<file path="config.mk">
export PLATFORM = sky130hd
export DESIGN_NAME = regfile_wb_arbiter_flat
export DESIGN_NICKNAME = d
export VERILOG_FILES = /design/src/rtl/regfile_wb_arbiter_if.sv /design/src/rtl/regfile_wb_arbiter.sv /design/src/flat_wrapper.sv
export SDC_FILE = /design/constraint.sdc
export NUM_CORES = 1
export LEC_CHECK = 0
export CAP_MARGIN = 10
export CORE_MARGIN = 2
export CORE_UTILIZATION = 27
export CTS_CLUSTER_SIZE = 12
export DETAILED_ROUTE_END_ITERATION = 8
export PLACE_DENSITY_LB_ADDON = 0.15
export SETUP_SLACK_MARGIN = 0.05
export SYNTH_ARGS = -nofsm -noshare
export SYNTH_HDL_FRONTEND = slang
export SYNTH_SLANG_ARGS = --single-unit
</file>
<file path="constraint.sdc">
create_clock -name clock -period 2.8 [get_ports clock]
set_input_delay 0.56 -clock clock [delete_from_list [all_inputs] [get_ports clock]]
set_output_delay 0.56 -clock clock [all_outputs]
set_load 0.02 [all_outputs]
</file>
<file path="src/rtl/regfile_wb_arbiter_if.sv">
// Bus bundle between the writeback arbiter and its producers, decode and the
// register file write port.
interface regfile_wb_arbiter_if #(
  parameter int XLEN = 32,
  parameter int AW   = 5
);
  logic            alu_valid;
  logic [AW-1:0]   alu_rd;
  logic [XLEN-1:0] alu_data;
  logic            alu_ready;
  logic            mem_valid;
  logic [AW-1:0]   mem_rd;
  logic [XLEN-1:0] mem_data;
  logic            mem_ready;
  logic            issue_valid;
  logic [AW-1:0]   issue_rd;
  logic [AW-1:0]   query_rs1;
  logic [AW-1:0]   query_rs2;
  logic            rs1_busy;
  logic            rs2_busy;
  logic            regwrite;
  logic [AW-1:0]   write_reg;
  logic [XLEN-1:0] write_data;

  modport master (
    output alu_valid, alu_rd, alu_data, mem_valid, mem_rd, mem_data,
           issue_valid, issue_rd, query_rs1, query_rs2,
    input  alu_ready, mem_ready, rs1_busy, rs2_busy,
           regwrite, write_reg, write_data
  );

  modport slave (
    input  alu_valid, alu_rd, alu_data, mem_valid, mem_rd, mem_data,
           issue_valid, issue_rd, query_rs1, query_rs2,
    output alu_ready, mem_ready, rs1_busy, rs2_busy,
           regwrite, write_reg, write_data
  );
endinterface

</file>
<file path="src/rtl/regfile_wb_arbiter.sv">
// Round-robin writeback arbiter for the register file write port, with a
// pending-load scoreboard feeding decode hazard detection.
module regfile_wb_arbiter #(
  parameter int XLEN = 32,
  parameter int AW   = 5
) (
  input  logic                clock,
  input  logic                reset,
  regfile_wb_arbiter_if.slave bus
);
  localparam int NREG = 1 << AW;
  localparam logic [AW-1:0]   X0  = {AW{1'b0}};
  localparam logic [NREG-1:0] ONE = {{(NREG-1){1'b0}}, 1'b1};

  logic            prio_q, prio_d;
  logic            alu_gnt_s, mem_gnt_s;
  logic            regwrite_q, regwrite_d;
  logic [AW-1:0]   write_reg_q, write_reg_d;
  logic [XLEN-1:0] write_data_q, write_data_d;
  logic [NREG-1:0] pending_q, pending_d;
  logic [NREG-1:0] mem_clr_s, issue_set_s;

  // Grant decode: readies are held low for the whole of reset.
  always_comb begin
    alu_gnt_s = 1'b0;
    mem_gnt_s = 1'b0;
    if (reset) begin
      alu_gnt_s = 1'b0;
      mem_gnt_s = 1'b0;
    end else begin
      case ({bus.alu_valid, bus.mem_valid})
        2'b10:   alu_gnt_s = 1'b1;
        2'b01:   mem_gnt_s = 1'b1;
        2'b11: begin
          alu_gnt_s = ~prio_q;
          mem_gnt_s = prio_q;
        end
        default: begin
          alu_gnt_s = 1'b0;
          mem_gnt_s = 1'b0;
        end
      endcase
    end
  end

  // A new load to the same rd must survive the retiring one, so set wins.
  assign mem_clr_s   = mem_gnt_s ? (ONE << bus.mem_rd) : {NREG{1'b0}};
  assign issue_set_s = (bus.issue_valid && (bus.issue_rd != X0)) ?
                       (ONE << bus.issue_rd) : {NREG{1'b0}};

  // Next-state for pointer, write stage and scoreboard.
  always_comb begin
    prio_d       = prio_q;
    regwrite_d   = 1'b0;
    write_reg_d  = write_reg_q;
    write_data_d = write_data_q;
    if (alu_gnt_s) begin
      prio_d       = 1'b1;
      regwrite_d   = (bus.alu_rd != X0);
      write_reg_d  = bus.alu_rd;
      write_data_d = bus.alu_data;
    end else if (mem_gnt_s) begin
      prio_d       = 1'b0;
      regwrite_d   = (bus.mem_rd != X0);
      write_reg_d  = bus.mem_rd;
      write_data_d = bus.mem_data;
    end else begin
      prio_d       = prio_q;
      regwrite_d   = 1'b0;
    end
    pending_d = ((pending_q & ~mem_clr_s) | issue_set_s) & ~ONE;
  end

  // State registers, cleared asynchronously.
  always_ff @(posedge clock or posedge reset) begin
    if (reset) begin
      prio_q       <= 1'b0;
      regwrite_q   <= 1'b0;
      write_reg_q  <= {AW{1'b0}};
      write_data_q <= {XLEN{1'b0}};
      pending_q    <= {NREG{1'b0}};
    end else begin
      prio_q       <= prio_d;
      regwrite_q   <= regwrite_d;
      write_reg_q  <= write_reg_d;
      write_data_q <= write_data_d;
      pending_q    <= pending_d;
    end
  end

  assign bus.alu_ready  = alu_gnt_s;
  assign bus.mem_ready  = mem_gnt_s;
  assign bus.regwrite   = regwrite_q;
  assign bus.write_reg  = write_reg_q;
  assign bus.write_data = write_data_q;

  // The write-stage term covers the cycle before the register file is updated.
  assign bus.rs1_busy = pending_q[bus.query_rs1] |
                        (regwrite_q && (write_reg_q == bus.query_rs1) && (bus.query_rs1 != X0));
  assign bus.rs2_busy = pending_q[bus.query_rs2] |
                        (regwrite_q && (write_reg_q == bus.query_rs2) && (bus.query_rs2 != X0));
endmodule

</file>
<file path="src/flat_wrapper.sv">
// flat-port wrapper written by rule: the top's interface ports become plain ports
module regfile_wb_arbiter_flat 
#(
  parameter int XLEN = 32,
  parameter int AW   = 5
)
  (clock, reset, bus_alu_valid, bus_alu_rd, bus_alu_data, bus_mem_valid, bus_mem_rd, bus_mem_data, bus_issue_valid, bus_issue_rd, bus_query_rs1, bus_query_rs2, bus_alu_ready, bus_mem_ready, bus_rs1_busy, bus_rs2_busy, bus_regwrite, bus_write_reg, bus_write_data);
  regfile_wb_arbiter_if #(.XLEN(XLEN), .AW(AW)) bus_i ();
  input  logic clock;
  input  logic reset;
  input wire logic [$bits(bus_i.alu_valid)-1:0] bus_alu_valid;
  input wire logic [$bits(bus_i.alu_rd)-1:0] bus_alu_rd;
  input wire logic [$bits(bus_i.alu_data)-1:0] bus_alu_data;
  input wire logic [$bits(bus_i.mem_valid)-1:0] bus_mem_valid;
  input wire logic [$bits(bus_i.mem_rd)-1:0] bus_mem_rd;
  input wire logic [$bits(bus_i.mem_data)-1:0] bus_mem_data;
  input wire logic [$bits(bus_i.issue_valid)-1:0] bus_issue_valid;
  input wire logic [$bits(bus_i.issue_rd)-1:0] bus_issue_rd;
  input wire logic [$bits(bus_i.query_rs1)-1:0] bus_query_rs1;
  input wire logic [$bits(bus_i.query_rs2)-1:0] bus_query_rs2;
  output wire logic [$bits(bus_i.alu_ready)-1:0] bus_alu_ready;
  output wire logic [$bits(bus_i.mem_ready)-1:0] bus_mem_ready;
  output wire logic [$bits(bus_i.rs1_busy)-1:0] bus_rs1_busy;
  output wire logic [$bits(bus_i.rs2_busy)-1:0] bus_rs2_busy;
  output wire logic [$bits(bus_i.regwrite)-1:0] bus_regwrite;
  output wire logic [$bits(bus_i.write_reg)-1:0] bus_write_reg;
  output wire logic [$bits(bus_i.write_data)-1:0] bus_write_data;
  assign bus_i.alu_valid = bus_alu_valid;
  assign bus_i.alu_rd = bus_alu_rd;
  assign bus_i.alu_data = bus_alu_data;
  assign bus_i.mem_valid = bus_mem_valid;
  assign bus_i.mem_rd = bus_mem_rd;
  assign bus_i.mem_data = bus_mem_data;
  assign bus_i.issue_valid = bus_issue_valid;
  assign bus_i.issue_rd = bus_issue_rd;
  assign bus_i.query_rs1 = bus_query_rs1;
  assign bus_i.query_rs2 = bus_query_rs2;
  assign bus_alu_ready = bus_i.alu_ready;
  assign bus_mem_ready = bus_i.mem_ready;
  assign bus_rs1_busy = bus_i.rs1_busy;
  assign bus_rs2_busy = bus_i.rs2_busy;
  assign bus_regwrite = bus_i.regwrite;
  assign bus_write_reg = bus_i.write_reg;
  assign bus_write_data = bus_i.write_data;
  regfile_wb_arbiter #(.XLEN(XLEN), .AW(AW)) u_core (.clock(clock), .reset(reset), .bus(bus_i));
endmodule
</file>
Word-level counts from Yosys, hierarchy flattened
Cells that the tools add are included.

Logic and storage cells: 49. Output and inout port bits: 42. Bits in registers: 70. Memories: 0. Input bits: 94. ROM bits: 0. Latch bits: 0. RAM bits: 0.

Equality and inequality tests: 5. Add/subtract/negate cells: 0. Order comparisons: 2. Shifts and indexed selects: 2. Bitwise operators: 6. Multipliers: 0. Multiplexer cells: 18. Reduce and logical (&&, ||, !) cells: 11. Div/mod/pow operators: 0.

Operators by type and width (number): 2-to-1 mux 32 bit (4); left shift 1 x 5 -> 32 bit, first input constant (2); AND 32 bit (1); inverter 32 bit (1); OR 32 bit (1); nonzero test 5 bit (5); less-than comparator 5 x 6 -> 1 bit, second input constant (2); binary-select mux 1 bit (select 5 bit) (2); equality test 5 bit (2); 2-to-1 mux 5 bit (2); 2-to-1 mux 1 bit (8); logical AND 1 bit (5); equality test 2 bit, second input constant (2); case mux 1 bit (2 select lines) (2); equality test 2 x 1 -> 1 bit, second input constant (1); OR 1 bit (2); nonzero test 2 bit (1); inverter 1 bit (1).

Logic depth before layout (Yosys ltp)
Gate-level depths: netlist of the first run.

Depth after elaboration: 7. Depth in mapped cells: 7. Mapped depth without buffers: 5.

Least setup slack after synthesis of the first run
Ideal clock, no wire load.

Path type: input-to-output. From: in reset. To: out bus_alu_ready. Required time: 2.240 ns. Stages: 5. Data arrival time: 2.154 ns. Setup slack: 0.086 ns. Buffers on the path: 2. Path through: inv_2 nand2_1 a21oi_2 buf_4 buf_4.

Cells in the longest elaborated chain, start to end: 1.

Ends and longest elaborated chain: start: declaration (line flat_wrapper.sv:10) `input logic reset;`; 2-to-1 mux 1 bit (line regfile_wb_arbiter.sv:27) `if (reset) begin`; end: declaration (line flat_wrapper.sv:21) `output wire logic [$bits(bus_i.alu_ready)-1:0] bus_alu_ready;`.

No other way between the ends.

Final worst setup path of the first run
From: in bus_query_rs2[1]. To: out bus_rs2_busy.

Cells in the longest elaborated chain, start to end: 4. Elaborated cells on any way between the ends: 7. Classes of those cells: eq/ne: 1; mux: 2; bitwise: 1; reduce/logical: 3.

Ends and longest elaborated chain: start: declaration (line flat_wrapper.sv:20) `input wire logic [$bits(bus_i.query_rs2)-1:0] bus_query_rs2;`; parallel branches: the longest is 3 deep, another holds binary-select mux 1 bit (select 5 bit); OR 1 bit (*) (line regfile_wb_arbiter.sv:100) `assign bus.rs2_busy = pending_q[bus.query_rs2] |`; end: declaration (line flat_wrapper.sv:24) `output wire logic [$bits(bus_i.rs2_busy)-1:0] bus_rs2_busy;`.

Every way passes the cells marked *. The select of a mux whose other input is x is not followed.

==> run summary, run 1 <==
Post-DP Area - 5500 sq um
Cell with the biggest individual delay on the critical path - mux4_1
Routed WL - 12000 um
Boundary Pins - 136
Synth Area in XOR/XNOR - 0.0182
Post-synthesis mux area share - 0.178
Startpoint types - primary input
Maximum vdd drop - 0.290 mV
Warnings, synthesis - 0
Reg2reg path depth - 4
ANT cells - 0
CP endpoint kind - primary output
H-tree depth - 3
Arr. time, crit path - 2.11 ns
Hold-fix buffers, CTS - 0
Buffers added on ports - 135
First-pass GRT wire length - 18300 um
Synth Area in Simple Gates - 0.144
Cell with the most instances after synthesis - o21ai_0
FMAX - 0.374 GHz
CP Data Required Time - 2.24 ns
Initial antenna violation count - 0
WL per Instance - 16.7 um
Crit path buffers/inverters - 2
Internal Power - 2.54 mW
Place WS - -0.538 ns
Worst slew margin - 0.411
CTS tree - built
# DRC - 0
Fin crit period - 2.67 ns
Cell depth of the worst hold path - 2
Synth Flop Type - dfrtp_1
GRT Total Usage - 0.160
DP Cell Count - 699
Worst hold start - u_core.bus.write_data[3]
Post-synth EDFFs - 0
Worst R2R End - u_core.bus.write_data[20]
Crit Path Class - primary input to primary output
Largest net degree at the start of global routing - 73
# clock sinks - 70
Worst Hold End - u_core.bus.write_data[3]
R2R Setup Slk - 1.16 ns
Compound-Gate Fraction of Synth Area - 0.172
Mapped cell area - 3850 sq um
Total Die Area - 15200 sq um
Avg Inst Size Synth - 10.0 sq um
Post-synthesis adder-cell area fraction - 0
Fin area - 5880 sq um
Final Setup Violations - 0
Power per Cell Area - 609 nW/um^2
Pleak - 2.31 nW
Inserted Clock Buffers - 9
Vias in the first global route - 3453
MaxCap Viol Count - 0
Post-Syn Instances - 385
Yosys top cell area share - 0.455
RSZ-0062 raised after global routing - false
Biggest area consumer among synthesized cells - dfrtp_1
# rows - 43
Synth top area cells - dfrtp_1 46%, mux2i_1 11%, o21ai_0 10%
CP delay by family, top - multiplexers
Synth top cells by count - 80 x o21ai_0, 70 x dfrtp_1, 48 x nand2_1
CP Cell Sequence - dlygate4sd2_1 -> mux4_1 -> nor2b_1 -> a2111oi_0 -> a41oi_1 -> o211ai_1 -> buf_2
GPL Wtd Cong - 0.884
Register area share after synthesis - 0.455
Share of cells above drive strength 1 - 0.114
Max reg flops - 32
Initial Util - 0.277
Worst-Margin Slew - 0.883 ns
Area growth, synth to finish - 52.7%
Die H - 123 um
Hold Vio Cnt, Final - 0
Sw Pwr - 1.04 mW
GRT overflow - 0
Clock share of power - 0.350
HP Class - flip-flop to flip-flop
CP max stage delay - 0.57 ns
Synth cell types - 46
Fin Clk Skew - 0.00493 ns
Die W - 123 um
Iteration count of the initial detailed-routing pass - 4
Total negative slack - 0 ns
Sw Share - 0.290
CP Max Fanout - 4
Setup Buffers After CTS - 0
Core area - 13900 sq um
Synth async-reset ratio - 1.00
FF+latch count, synth - 70
CTS Buffer Depth - 2
Clock Latency Late Sink - 0.34 ns
Vias per cell - 4.85
Largest family of logic cells by synthesized area - multiplexers
Antenna-violating nets left - 0
Vias - 3475
Reg clk slew, reported paths - 0.05 ns
Status - completed
Power, Total - 3.58 mW
Period utilization - 0.954
DR iter-0 viols - 179
Final WS setup - 0.129 ns
Nets - 626
Clk root buf - clkbuf_16
Comb power frac - 0.265
Max-slew violations - 0
Reg power frac - 0.384
Hpwl dp - 9070 um
FF-to-FF Start - u_core.prio_q
Syn_nets - 479
Fin cells - 717
-- cells by family (layout without fill, tap and decap cells) --
kind of cell | Yosys count | after routing
AO/OA/AOI/OAI | 121 | 121
XOR/XNOR | 8 | 8
buffers and inverters | 23 | 175
flip-flops | 70 | 70
multiplexers | 56 | 56
AND/OR/NAND/NOR | 107 | 107
-- routing by layer --
| metal | GRT usage | part of all wire | vias up |
|---|---|---|---|
| met5 | 0 | 0 | - |
| met4 | 0.0646 | 0.019 | 0 |
| met3 | 0.0374 | 0.052 | 16 |
| met2 | 0.268 | 0.51 | 85 |
| met1 | 0.199 | 0.42 | 1665 |
| li1 | - | - | 1709 |
-- worst reg2reg max path: stages (launching register included) --
cell	delay [ns]
dfrtp_1	0.42
a21oi_4	0.15
buf_4	0.53
mux2i_1	0.31
o21ai_0	0.10
-- how the worst max path moves through the flow --
stage / startpoint / end / cells after the start
2_1_floorplan: reset / bus_alu_ready / 5
3_3_place_gp: bus_query_rs2[1] / bus_rs2_busy / 7
3_5_place_dp: bus_query_rs2[1] / bus_rs2_busy / 7
4_1_cts: bus_query_rs1[1] / bus_rs1_busy / 8
5_1_grt: bus_query_rs1[0] / bus_rs1_busy / 9
6_report: bus_query_rs2[1] / bus_rs2_busy / 7
-- cell type report --
| cell class | count | area [sq um] |
|---|---|---|
| fill | 1346 | 8000 |
| multi-input combinational | 292 | 2010 |
| sequential | 70 | 1750 |
| timing repair buffer | 157 | 1550 |
| clock buffer | 11 | 253 |
| tap | 180 | 225 |
| clock inverter | 5 | 81.3 |
| inverter | 2 | 7.51 |
-- what timing repair did --
action                                  in CTS  in global routing
endpoints found under the hold margin        0                  0
resized for setup                           18                  4
cloned                                       1                  1
endpoints found under the setup margin       2                  2
pin swaps                                    1                  0
-- power groups by stage --
stage / clock network [mW] / logic (mW) / registers, mW
after global routing: 1.34 / 1.04 / 1.41
after global placement: 0 / 0.942 / 1.39
final: 1.25 / 0.949 / 1.38
after floorplan: 0 / 0.434 / 1.41
after CTS: 1.29 / 0.952 / 1.37
after detailed placement: 0 / 0.952 / 1.39
-- cells in the final DEF, fill, tap and decap left out, types with 2 or more instances in the layout --
cell type / n
mux4_2: 7
bufinv_16: 2
o21ai_0: 80
xor2_1: 6
clkdlybuf4s50_1: 127
mux2_2: 3
nor3_1: 5
mux2i_1: 43
buf_2: 3
nor2_1: 7
a2111oi_1: 3
nor2b_1: 6
nand2_1: 48
clkbuf_16: 10
nand3_1: 8
buf_4: 16
buf_12: 2
nand3b_1: 10
a21oi_1: 6
o21ai_1: 19
xnor2_1: 2
nand2b_1: 11
clkbuf_8: 2
buf_6: 2
nor3b_1: 2
dfrtp_1: 70
dlygate4sd2_1: 4
mux4_1: 2
-- stage by stage --
| step | hold slack, ns | util |
|---|---|---|
| 6_report | 0.478 | 0.423 |
| 5_1_grt | 0.511 | 0.423 |
| 4_1_cts | 0.484 | 0.421 |
| 3_5_place_dp | 0.470 | 0.396 |
| 3_3_place_gp | 0.461 | 0.396 |
| 2_1_floorplan | 0.468 | - |
No activity file was read; power rests on OpenSTA's default activity.
==> inputs of run 2 (changes only) <==
- CORE_UTILIZATION: 27 -> 41
- CTS_CLUSTER_DIAMETER: unset -> 40
==> run summary, run 2 (synthesis results as in run 1) <==
Period utilization - 0.939
# DRC - 0
# fillers - 794
CP Max Fanout - 3
Die W - 101 um
Worst Hold End - u_core.bus.write_data[9]
Max-slew violations - 0
Fin Clk Skew - 0.0107 ns
CTS tree - built
R2R Setup Slk - 1.17 ns
Vias in the first global route - 3260
GRT Total Usage - 0.218
Inserted Clock Buffers - 9
Fin crit period - 2.63 ns
Hpwl dp - 8610 um
Initial antenna violation count - 0
Power, Total - 3.15 mW
Final WS setup - 0.170 ns
Multi-input gate area - 2030 sq um
GPL Wtd Cong - 0.999
Die H - 101 um
Maximum vdd drop - 0.253 mV
Clk root buf - clkbuf_8
Reg2reg path depth - 4
CP Data Required Time - 2.24 ns
Worst slew margin - 0.420
ANT cells - 0
Buffers added on ports - 135
HP Class - flip-flop to flip-flop
DP Cell Count - 628
Clock Latency Late Sink - 0.36 ns
Arr. time, crit path - 2.07 ns
Fin util - 0.621
Initial Util - 0.421
Commonest non-fill, non-tap cell in the layout - clkdlybuf4s50_1
Crit Path Class - primary input to primary output
Vias per cell - 5.43
Status - completed
Area growth, synth to finish - 47.6%
Nets - 626
CP Cell Sequence - clkdlybuf4s50_1 -> nor2b_1 -> nor2_1 -> clkdlybuf4s50_1
Setup crit start - bus_alu_valid
Worst hold start - u_core.bus.write_data[9]
CP max stage delay - 0.59 ns
Worst-Margin Slew - 0.871 ns
Power per Cell Area - 555 nW/um^2
CTS Buffer Depth - 2
Cell with the biggest individual delay on the critical path - clkdlybuf4s50_1
Place WS - -0.462 ns
Reg clk slew, reported paths - 0.08 ns
Most frequent CP cell - clkdlybuf4s50_1
Startpoint types - primary input
Fin cells - 648
Commonest non-fill, non-tap cells in the layout - 127 x clkdlybuf4s50_1, 80 x o21ai_0, 70 x dfrtp_1, 48 x nand2_1, 43 x mux2i_1
# rows - 35
Crit path buffers/inverters - 2
Max reg flops - 32
H-tree depth - 3
RSZ-0062 raised after global routing - false
Worst R2R End - u_core.bus.write_data[19]
Routed WL - 11300 um
Antenna-violating nets left - 0
Reg area - 1750 sq um
Share of cells above drive strength 1 - 0.121
Vias - 3516
CP delay by family, top - buffers and inverters
Largest net degree at the start of global routing - 73
Hold Vio Cnt, Final - 0
Pleak - 2.25 nW
Total Die Area - 10200 sq um
DR iter-0 viols - 236
WL per Instance - 17.5 um
Final Setup Violations - 0
Core area - 9150 sq um
FF-to-FF Start - u_core.prio_q
MaxCap Viol Count - 0
# clock sinks - 70
Iteration count of the initial detailed-routing pass - 4
GRT overflow - 0
First-pass GRT wire length - 17000 um
FMAX - 0.380 GHz
CP endpoint kind - primary output
Boundary Pins - 136
Cell depth of the worst hold path - 2
run 2: worst max path at each step:
| stage | depth (start not counted) | endpoint |
|---|---|---|
| after detailed placement | 7 | bus_rs2_busy |
| after floorplan | 5 | bus_alu_ready |
| final | 4 | bus_mem_ready |
| after global placement | 7 | bus_rs2_busy |
| after CTS | 8 | bus_rs2_busy |
| after global routing | 7 | bus_rs2_busy |
run 2: layer usage:
metal / part of all wire / GRT usage
met1: 0.42 / 0.294
met4: 0.018 / 0.0727
met2: 0.49 / 0.350
met3: 0.079 / 0.0458
met5: 0 / 0
run 2: timing repair:
action,4_1_cts,5_1_grt
gates cloned,0,2
hold buffers,0,0
resized for setup,18,9
pin swaps,4,1
buffers inserted,0,2
setup endpoints to repair,2,2
run 2: worst register-to-register path, stage by stage, from the launching register on:
cell and delay (ns):
dfrtp_1 0.43, a21oi_4 0.14, buf_4 0.52, mux2i_1 0.30, o21ai_0 0.10
run 2: final cells by class:
cell class | instances | area share
clock buffers | 9 | 0.0218
flip-flops and latches | 70 | 0.308
inverters | 2 | 0.00132
well taps | 111 | 0.0244
multi-input cells | 292 | 0.357
clock inverters | 7 | 0.0128
repair buffers | 157 | 0.274
run 2: stage by stage:
stage	hold slack [ns]	instance area, sq um	TNS (ns)
after global placement	0.463	5400	-0.863
after floorplan	0.468	3850	0
final	0.485	5680	0
after global routing	0.513	5680	0
after detailed placement	0.472	5400	-0.878
after CTS	0.490	5600	0
run 2: where the power goes:
group	total, mW	switching (mW)	internal (mW)
combinational	0.956	0.440	0.516
sequential	1.39	0.190	1.20
clock	0.806	0.394	0.412
total	3.15	1.02	2.13
